==> src/rtl/multicycle_controller.sv <==
// Control FSM for the shared multi-cycle RV32I datapath: sequences fetch, decode,
// execute and writeback, and drives every mux select and write strobe.
module multicycle_controller #(
   parameter bit HALT_ON_ILLEGAL = 1'b1
) (
   input  logic       clk,
   input  logic       rst,
   input  logic [6:0] opcode,
   input  logic [2:0] func3,
   input  logic [6:0] func7,
   input  logic       zero,
   input  logic       mem_ready,
   output logic       PCWrite,
   output logic       AdrSrc,
   output logic       IRWrite,
   output logic       MemWrite,
   output logic       RegWrite,
   output logic [1:0] ResultSrc,
   output logic [1:0] ALUSrcA,
   output logic [1:0] ALUSrcB,
   output logic [2:0] ALUControl,
   output logic [2:0] ImmSrc,
   output logic       instr_done,
   output logic       illegal
);

   localparam logic [6:0] OP_R    = 7'd51;
   localparam logic [6:0] OP_I    = 7'd19;
   localparam logic [6:0] OP_LW   = 7'd3;
   localparam logic [6:0] OP_SW   = 7'd35;
   localparam logic [6:0] OP_BR   = 7'd99;
   localparam logic [6:0] OP_JAL  = 7'd111;
   localparam logic [6:0] OP_JALR = 7'd103;
   localparam logic [6:0] OP_LUI  = 7'd55;

   localparam logic [2:0] ALU_ADD = 3'b000;
   localparam logic [2:0] ALU_SUB = 3'b001;
   localparam logic [2:0] ALU_AND = 3'b010;
   localparam logic [2:0] ALU_OR  = 3'b011;
   localparam logic [2:0] ALU_SLT = 3'b101;

   typedef enum logic [3:0] {
      S_FETCH, S_DECODE, S_EXEC_R, S_EXEC_I, S_ALU_WB, S_MEM_ADR, S_MEM_RD, S_MEM_WB,
      S_MEM_WR, S_BRANCH, S_JAL, S_JALR, S_JALR_PC, S_LUI, S_ERROR
   } state_t;

   state_t     state;
   logic       legal;
   logic [2:0] imm_sel;
   logic       pc_write_c, adr_src_c, ir_write_c, mem_write_c, reg_write_c, done_c;

   function automatic logic [2:0] alu_r(input logic [6:0] f7, input logic [2:0] f3);
      case ({f7, f3})
         {7'h00, 3'b000}: return ALU_ADD;
         {7'h20, 3'b000}: return ALU_SUB;
         {7'h00, 3'b111}: return ALU_AND;
         {7'h00, 3'b110}: return ALU_OR;
         {7'h00, 3'b010}: return ALU_SLT;
         default:         return ALU_ADD;
      endcase
   endfunction

   function automatic logic [2:0] alu_i(input logic [2:0] f3);
      case (f3)
         3'b110:  return ALU_OR;
         3'b010:  return ALU_SLT;
         default: return ALU_ADD;
      endcase
   endfunction

   assign legal = (opcode == OP_R) || (opcode == OP_I) || (opcode == OP_LW) ||
                  (opcode == OP_SW) || (opcode == OP_BR) || (opcode == OP_JAL) ||
                  (opcode == OP_JALR) || (opcode == OP_LUI);

   always_comb begin
      case (opcode)
         OP_SW:   imm_sel = 3'b001;
         OP_BR:   imm_sel = 3'b010;
         OP_JAL:  imm_sel = 3'b011;
         OP_LUI:  imm_sel = 3'b100;
         default: imm_sel = 3'b000;
      endcase
   end

   always_ff @(posedge clk or posedge rst) begin
      if (rst) begin
         state <= S_FETCH;
      end else begin
         case (state)
            S_FETCH:   if (mem_ready) state <= S_DECODE;
            S_DECODE: begin
               case (opcode)
                  OP_R:         state <= S_EXEC_R;
                  OP_I:         state <= S_EXEC_I;
                  OP_LW, OP_SW: state <= S_MEM_ADR;
                  OP_BR:        state <= S_BRANCH;
                  OP_JAL:       state <= S_JAL;
                  OP_JALR:      state <= S_JALR;
                  OP_LUI:       state <= S_LUI;
                  default:      state <= HALT_ON_ILLEGAL ? S_ERROR : S_FETCH;
               endcase
            end
            S_EXEC_R, S_EXEC_I, S_JAL, S_JALR_PC: state <= S_ALU_WB;
            S_MEM_ADR: state <= (opcode == OP_LW) ? S_MEM_RD : S_MEM_WR;
            S_MEM_RD:  if (mem_ready) state <= S_MEM_WB;
            S_MEM_WR:  if (mem_ready) state <= S_FETCH;
            S_JALR:    state <= S_JALR_PC;
            S_ERROR:   state <= S_ERROR;
            default:   state <= S_FETCH;
         endcase
      end
   end

   always_comb begin
      pc_write_c  = 1'b0;
      adr_src_c   = 1'b0;
      ir_write_c  = 1'b0;
      mem_write_c = 1'b0;
      reg_write_c = 1'b0;
      done_c      = 1'b0;
      ResultSrc   = 2'b00;
      ALUSrcA     = 2'b00;
      ALUSrcB     = 2'b00;
      ALUControl  = ALU_ADD;
      case (state)
         S_FETCH: begin
            ALUSrcB    = 2'b10;
            ResultSrc  = 2'b10;
            ir_write_c = mem_ready;
            pc_write_c = mem_ready;
         end
         S_DECODE: begin
            ALUSrcA = 2'b01;
            ALUSrcB = 2'b01;
            done_c  = !legal && !HALT_ON_ILLEGAL;
         end
         S_EXEC_R: begin
            ALUSrcA    = 2'b10;
            ALUControl = alu_r(func7, func3);
         end
         S_EXEC_I: begin
            ALUSrcA    = 2'b10;
            ALUSrcB    = 2'b01;
            ALUControl = alu_i(func3);
         end
         S_ALU_WB, S_MEM_WB: begin
            ResultSrc   = (state == S_MEM_WB) ? 2'b01 : 2'b00;
            reg_write_c = 1'b1;
            done_c      = 1'b1;
         end
         S_MEM_ADR, S_JALR: begin
            ALUSrcA = 2'b10;
            ALUSrcB = 2'b01;
         end
         S_MEM_RD: adr_src_c = 1'b1;
         S_MEM_WR: begin
            adr_src_c   = 1'b1;
            mem_write_c = 1'b1;
            done_c      = mem_ready;
         end
         S_BRANCH: begin
            ALUSrcA    = 2'b10;
            ALUControl = ALU_SUB;
            pc_write_c = ((func3 == 3'b000) && zero) || ((func3 == 3'b001) && !zero);
            done_c     = 1'b1;
         end
         // PC takes the target held in ALUOut while the ALU forms OldPC+4 for the link
         S_JAL, S_JALR_PC: begin
            pc_write_c = 1'b1;
            ALUSrcA    = 2'b01;
            ALUSrcB    = 2'b10;
         end
         S_LUI: begin
            ResultSrc   = 2'b11;
            reg_write_c = 1'b1;
            done_c      = 1'b1;
         end
         default: ;
      endcase
   end

   // FETCH strobes follow mem_ready, so rst must mask them while the reset is held
   assign PCWrite    = pc_write_c & ~rst;
   assign AdrSrc     = adr_src_c;
   assign IRWrite    = ir_write_c & ~rst;
   assign MemWrite   = mem_write_c & ~rst;
   assign RegWrite   = reg_write_c & ~rst;
   assign instr_done = done_c & ~rst;
   assign illegal    = (state == S_ERROR) & ~rst;
   assign ImmSrc     = (state == S_FETCH) ? 3'b000 : imm_sel;

endmodule

==> config.mk <==
export PLATFORM = sky130hd
export DESIGN_NAME = multicycle_controller
export DESIGN_NICKNAME = d
export VERILOG_FILES = /design/src/rtl/multicycle_controller.sv
export SDC_FILE = /design/constraint.sdc
export NUM_CORES = 1
export LEC_CHECK = 0
export ABC_AREA = 1
export CORE_MARGIN = 2
export CORE_UTILIZATION = 38
export DETAILED_ROUTE_END_ITERATION = 16
export PLACE_DENSITY = 0.79
export SLEW_MARGIN = 20
export SYNTH_ARGS = -nofsm -noshare
export SYNTH_HDL_FRONTEND = slang
export SYNTH_SLANG_ARGS = --single-unit
==> constraint.sdc <==
create_clock -name clk -period 1.54 [get_ports clk]
set_input_delay 0.308 -clock clk [delete_from_list [all_inputs] [get_ports clk]]
set_output_delay 0.308 -clock clk [all_outputs]
set_load 0.005 [all_outputs]
==> results of run 1 <==
kinds of logic after synthesis:
logic type      share of synthesized area
compound gates                      0.135
buf+inv                             0.154
flops                               0.137
simple gates                        0.574
metrics by stage:
step | instances | instance area (sq um)
after floorplan | 150 | 732
after detailed placement | 255 | 1460
after global placement | 255 | 1460
Yosys cell counts (all sizes together):
master	number	area [sq um]
nand2	45	174
nor2	36	153
inv	30	113
a21oi	10	53.8
o21ai	7	38.8
nand3	5	25.0
nor3	5	25.0
dfrtp	4	100
nand4	3	18.8
or2	2	12.5
and2	1	6.26
nor4	1	6.26
o22ai	1	6.26
==> results_dict.tcl, run 1 <==
set metrics [dict create \
    io_pins 40 \
    gp_routability_congestion 0.816 \
    yosys_warnings 0 \
    yosysUniqueCellTypes 20 \
    cts.path.max_buffers 2 \
    cts_setup_buffers 27 \
    error_line "[ERROR DPL-0038] Utilization greater than 100%, impossible to legalize" \
    start_util 0.415 \
    syn_area_sq_um 732 \
    synth_seq_cells 4 \
    numCtsBuffers 3 \
    place_hpwl_um 2600 \
    holdBufCountCts 0 \
    place_ws_ps -706 \
    outcome "stopped before the end" \
    ctsResizeCount 165 \
    stop_stage "clock tree synthesis (4_1_cts)" \
    fp-row-count 15 \
    clkSinkCount 4 \
    syn_area_per_cell_sq_um 4.88 \
    yosysSeqAreaShare 0.137 \
    htreeDepth 1 \
    syn-num-nets 171 \
    clockRootBuffer "clkbuf_4" \
    port_buffers 39 \
    die-width_um 47.9 \
    syn_inst 150 \
    die_height_um 47.9 \
]
==> inputs of run 2 (changes only) <==
--- a/config.mk
+++ b/config.mk
@@ -6,10 +6,10 @@
 export NUM_CORES = 1
 export LEC_CHECK = 0
 export ABC_AREA = 1
-export CORE_MARGIN = 2
-export CORE_UTILIZATION = 38
+export CORE_AREA = 2 2 63 65
 export DETAILED_ROUTE_END_ITERATION = 16
-export PLACE_DENSITY = 0.79
+export DIE_AREA = 0 0 65 67
+export PLACE_DENSITY_LB_ADDON = 0.15
 export SLEW_MARGIN = 20
 export SYNTH_ARGS = -nofsm -noshare
 export SYNTH_HDL_FRONTEND = slang
==> run 2 against run 1 <==
  * The flow now finishes, with violations (setup timing)
  * Synthesized cell count unchanged
  * Area after synthesis unchanged
==> results_dict.tcl, run 2 <==
set metrics [dict create \
    max_stage_delay_ps 420 \
    dieArea_sq_um 4360 \
    fp-row-count 22 \
    syn_area_per_cell_sq_um 4.88 \
    rsz0062_at_grt "yes" \
    reg2reg_slack_ps 20 \
    finalCritPeriodShare 1.22 \
    avgViaCountPerCell 4.31 \
    holdBufCountCts 0 \
    p_total_mw 2.63 \
    layout_setup_ws_ps -338 \
    synth_xor_area_frac 0 \
    num_antenna_cells 0 \
    route.detailed.drc 0 \
    final_hold_viol_count 0 \
    yosysMostFrequentCell "nand2_1" \
    clock.fmax_ghz 0.533 \
    syn_area_sq_um 732 \
    skew_ps 2.38 \
    place_ws_ps -656 \
    die_height_um 67 \
    nets 281 \
    synth_compound_area_frac 0.135 \
    wl_per_cell_um 11.9 \
    worstPathArrival_ps 1570 \
    yosysUniqueCellTypes 20 \
    outcome "finished, violations left" \
    startpoint "state[1]" \
    syn_inst 150 \
    clkSinkCount 4 \
    synth-simple-area-share 0.574 \
    grt_first_pass_wirelength_um 5380 \
    drt_iter0_markers 33 \
    slew_headroom 0.783 \
    synth-async-reset-ratio 1.00 \
    crit_chain "buf_6 > nor2_4 > buf_6 > nand2_4 > o21ai_2 > buf_4 > nor2_4 > a21oi_2 > buf_2" \
    finalSetupViolCount 19 \
    syn-num-nets 171 \
    reg_top3 "state (4)" \
    cp_max_fo 2 \
    core_sq_um 3610 \
    path_class "flip-flop to output port" \
    p_clk_frac 0.087 \
    synth_commonest_cells "43 x nand2_1, 31 x nor2_1, 26 x inv_1" \
    synth_top_area_share 0.221 \
    numCtsBuffers 3 \
    synthAdderAreaFrac 0 \
    worstMarginPinSlew_ps 325 \
    grtUsageTotal 0.160 \
    clkSlewWorstSetupHoldPaths_ps 30 \
    switchingPower_mw 1.15 \
    synth_seq_cells 4 \
    synth_top_family_by_area "simple AND/OR/NAND/NOR gates" \
    yosys_most_used_dff "dfrtp_1" \
    htreeDepth 1 \
    hold_class "primary input to async pin" \
    firstDrtPassIters 4 \
    grt_antenna_before_repair 0 \
    internal-power_mw 1.48 \
    die-width_um 65 \
    place_hpwl_um 2330 \
    clockRootBuffer "clkbuf_8" \
    yosys_warnings 0 \
    synth_area_leaders "nand2_1 22%, nor2_1 16%, dfrtp_1 14%" \
    yosys.area.top_type "nand2_1" \
    worstPathRequired_ps 1230 \
    cpMaxStageDelayCell "dfrtp_2" \
    synth.mux.area_fraction 0 \
    cellLeakagePower_nw 1.10 \
    port_buffers 39 \
    gp_routability_congestion 0.860 \
    reg2reg_from "state[1]" \
    io_pins 40 \
    wirelength_um 3630 \
    final_common_cell "buf_4" \
    start_util 0.203 \
    crit_path_start_kind "flip-flop" \
    cts.path.max_buffers 2 \
    grt_pass1_vias 1337 \
    period_needed_ps 1880 \
    irDropWorstVdd_mv 0.500 \
    switching_share 0.438 \
    area_delta_synth_final_pct 176 \
    powerDensity_nw_per_um2 1300 \
    grt_overflow_total 0 \
    drv_slew 0 \
    power_frac_seq 0.078 \
    worst_r2r_endpoint "state[0]" \
    whs_ps 231 \
    vias 1319 \
    cp-end-kind "output port" \
    comb_power_share 0.834 \
    final_cell_mix "39 x buf_4, 29 x nand2_1, 28 x buf_6" \
    yosysSeqAreaShare 0.137 \
    synth_edf_count 0 \
    grt_start_max_net_pins 7 \
    cap_viol_max_count 0 \
    clk_latency_ps 220 \
    drtAntennaViolNets 0 \
    drive_gt1_frac 0.601 \
    r2r_cells 12 \
    largest_reg_flops 4 \
    cts_tree "done" \
    top_register "state" \
    violations "setup timing" \
]
run 2: cell counts after synthesis:
Identical to the previous run, type by type.
run 2: power groups by stage:
stage / clock [mW] / combinational [mW] / sequential [mW]
6_report: 0.230 / 2.19 / 0.206
2_1_floorplan: 0 / 0.494 / 0.189
3_5_place_dp: 0 / 1.27 / 0.189
3_3_place_gp: 0 / 1.27 / 0.190
4_1_cts: 0.231 / 1.75 / 0.198
5_1_grt: 0.240 / 2.35 / 0.209
run 2: worst max-delay path by stage:
stage	endpoint	slack [ps]	depth (start not counted)
4_1_cts	instr_done	-280	9
2_1_floorplan	ALUControl[2]	150	5
3_3_place_gp	ImmSrc[0]	-630	8
6_report	instr_done	-340	9
5_1_grt	ALUControl[1]	-400	9
3_5_place_dp	ImmSrc[0]	-660	8
run 2: area by class of cell:
class	count	area [sq um]
clock buffer	3	41.3
fill	331	1580
inverter	30	133
multi-input combinational	116	783
sequential	4	103
tap	48	60.1
timing repair buffer	105	903
run 2: what timing repair did:
item,4_1_cts,5_1_grt
resized for setup,151,51
hold endpoints to repair,0,0
pin swaps,27,24
endpoints found under the setup margin,21,23
buffers inserted,21,10
run 2: worst max-delay path: cells and delay by family (launching register included):
| family | cells | cell delay (ps) |
|---|---|---|
| compound gates | 2 | 190 |
| simple gates | 3 | 200 |
| flops | 1 | 420 |
| buf+inv | 4 | 540 |
run 2: routing by layer:
metal,GRT usage,wire (um),vias to the layer above
li1,-,-,685
met1,0.154,1350,584
met2,0.326,1990,36
met3,0.0186,147,14
met4,0.0851,142,0
met5,0,0,-
run 2: cells by family after synthesis:
| kind of cell | count (synthesis) |
|---|---|
| DFF | 4 |
| and+or+nand+nor | 98 |
| buffers and inverters | 30 |
| AOI/OAI and AO/OA | 18 |
run 2: metrics by stage:
| stage | cell area (sq um) | std cells | setup TNS [ps] | utilization |
|---|---|---|---|---|
| floorplan | 732 | 150 | 0 | - |
| global placement | 1500 | 279 | -8680 | 0.415 |
| detailed placement | 1500 | 279 | -8870 | 0.415 |
| CTS | 1820 | 302 | -2800 | 0.505 |
| global route | 2020 | 306 | -4940 | 0.561 |
| finish | 2020 | 306 | -3810 | 0.561 |
Note: power is estimated with default switching activity, not from simulation.
==> inputs of run 3 (changes only) <==
--- a/config.mk
+++ b/config.mk
@@ -9,6 +9,7 @@
 export CORE_AREA = 2 2 63 65
 export DETAILED_ROUTE_END_ITERATION = 16
 export DIE_AREA = 0 0 65 67
+export GPL_TIMING_DRIVEN = 0
 export PLACE_DENSITY_LB_ADDON = 0.15
 export SLEW_MARGIN = 20
 export SYNTH_ARGS = -nofsm -noshare
==> run 3 against run 2 <==
  * The flow still finishes with violations (setup timing)
  * Wire length down 8.0%
  * Sequential power up 20%
  * Fmax up 3.6%
  * Utilization down 7.4 points
  * Setup slack better by 66 ps
  * Via count down 6.6%
  * Total power down 13%
  * Sequential cell count unchanged
  * First-iteration DRC count down 42%
  * Critical path depth down 2
  * Die area unchanged
  * Hold slack better by 27 ps
  * Largest cell class is now multi-input combinational cells
  * Highest routed layer unchanged
==> results_dict.tcl, run 3 (synthesized netlist as in run 2, its figures left out) <==
set metrics [dict create \
    htreeDepth 1 \
    crit_chain "nor2_4 > buf_6 > buf_6 > a21oi_4 > or2_1 > nor2_1 > buf_2" \
    hold_class "primary input to async pin" \
    gp_routability_congestion 0.752 \
    powerDensity_nw_per_um2 1300 \
    path_buf_inv 3 \
    fp-row-count 22 \
    crit_family "flip-flops" \
    finalSetupViolCount 18 \
    grt_overflow_total 0 \
    cap_viol_max_count 0 \
    die-width_um 65 \
    dieArea_sq_um 4360 \
    start_util 0.203 \
    drt_iter0_markers 19 \
    drv_slew 0 \
    grt_first_pass_wirelength_um 4790 \
    place_hpwl_um 1960 \
    whs_ps 258 \
    clkSlewWorstSetupHoldPaths_ps 30 \
    switching_share 0.460 \
    num_antenna_cells 0 \
    finalCritPeriodShare 1.18 \
    wirelength_um 3340 \
    drive_gt1_frac 0.595 \
    clock.fmax_ghz 0.552 \
    r2r_cells 10 \
    violations "setup timing" \
    worstPathRequired_ps 1230 \
    reg_top3 "state (4)" \
    cellLeakagePower_nw 0.944 \
    final_hold_viol_count 0 \
    cp-end-kind "output port" \
    startpoint "state[3]" \
    irDropWorstVdd_mv 0.363 \
    worstMarginPinSlew_ps 317 \
    cts_tree "done" \
    fin_util 0.487 \
    clockRootBuffer "clkbuf_8" \
    nets 255 \
    internal-power_mw 1.23 \
    comb_power_share 0.796 \
    outcome "finished, violations left" \
    reg2reg_slack_ps 60 \
    clk_latency_ps 210 \
    route.detailed.drc 0 \
    vias 1232 \
    avgViaCountPerCell 4.40 \
    p_total_mw 2.28 \
    grt_pass1_vias 1159 \
    grt_antenna_before_repair 0 \
    worstPathArrival_ps 1500 \
    rsz0062_at_grt "yes" \
    reg2reg_from "state[1]" \
    grt_start_max_net_pins 7 \
    grtUsageTotal 0.140 \
    drtAntennaViolNets 0 \
    port_buffers 39 \
    core_sq_um 3610 \
    power_frac_seq 0.109 \
    skew_ps 0.0666 \
    slew_headroom 0.787 \
    worst_r2r_endpoint "state[0]" \
    max_stage_delay_ps 450 \
    period_needed_ps 1810 \
    wl_per_cell_um 11.9 \
    area_delta_synth_final_pct 140 \
    cp_max_fo 5 \
    final_area_sq_um 1760 \
    p_clk_frac 0.095 \
    switchingPower_mw 1.05 \
    clkSinkCount 4 \
    firstDrtPassIters 4 \
    path_class "flip-flop to output port" \
    cpMaxStageDelayCell "dfrtp_2" \
    final_cell_mix "28 x nand2_1, 28 x buf_4, 18 x nor2_1" \
    layout_setup_ws_ps -272 \
    cts.path.max_buffers 2 \
    top_register "state" \
    largest_reg_flops 4 \
    numCtsBuffers 3 \
    setup_tns_ps -2910 \
    die_height_um 67 \
    place_area_sq_um 1180 \
    cp_common_cell "buf_6" \
    crit_path_start_kind "flip-flop" \
    io_pins 40 \
]
==> run 3: repair_timing <==
action / in CTS / in global routing
buffers inserted: 29 / 12
pin swaps: 30 / 21
resized for setup: 152 / 47
endpoints found under the setup margin: 19 / 22
hold buffers: 0 / 0
==> run 3: power groups by stage <==
| stage | clock network (mW) | registers [mW] | logic, mW |
|---|---|---|---|
| after floorplan | 0 | 0.189 | 0.494 |
| after global placement | 0 | 0.198 | 0.922 |
| after detailed placement | 0 | 0.197 | 0.924 |
| after CTS | 0.222 | 0.229 | 1.41 |
| after global routing | 0.233 | 0.252 | 1.95 |
| final | 0.218 | 0.248 | 1.82 |
==> run 3: cell type report <==
type / count / area, sq um
Sequential cell: 4 / 104
Timing Repair Buffer: 79 / 642
Fill cell: 372 / 1850
Multi-Input combinational cell: 116 / 779
Clock buffer: 3 / 41.3
Inverter: 30 / 130
Tap cell: 48 / 60.1
==> run 3: per-stage QoR <==
| stage | instances | setup WS [ps] |
|---|---|---|
| after floorplan | 150 | 147 |
| after global placement | 237 | -845 |
| after detailed placement | 237 | -871 |
| after CTS | 269 | -219 |
| after global routing | 280 | -365 |
| final | 280 | -272 |
==> run 3: layer usage <==
layer  track usage  vias to the layer above  routed length (um)
li1              -                      628                   -
met1         0.141                      567                1250
met2         0.291                       31                1890
met3        0.0253                        6                 148
met4        0.0346                        0                  48
met5             0                        -                   0
==> run 3: worst max-delay path by stage <==
stage / cells past startpoint / to
2_1_floorplan: 5 / ALUControl[2]
3_3_place_gp: 8 / ImmSrc[0]
3_5_place_dp: 8 / ImmSrc[0]
4_1_cts: 9 / ALUControl[1]
5_1_grt: 7 / instr_done
6_report: 7 / ALUControl[2]
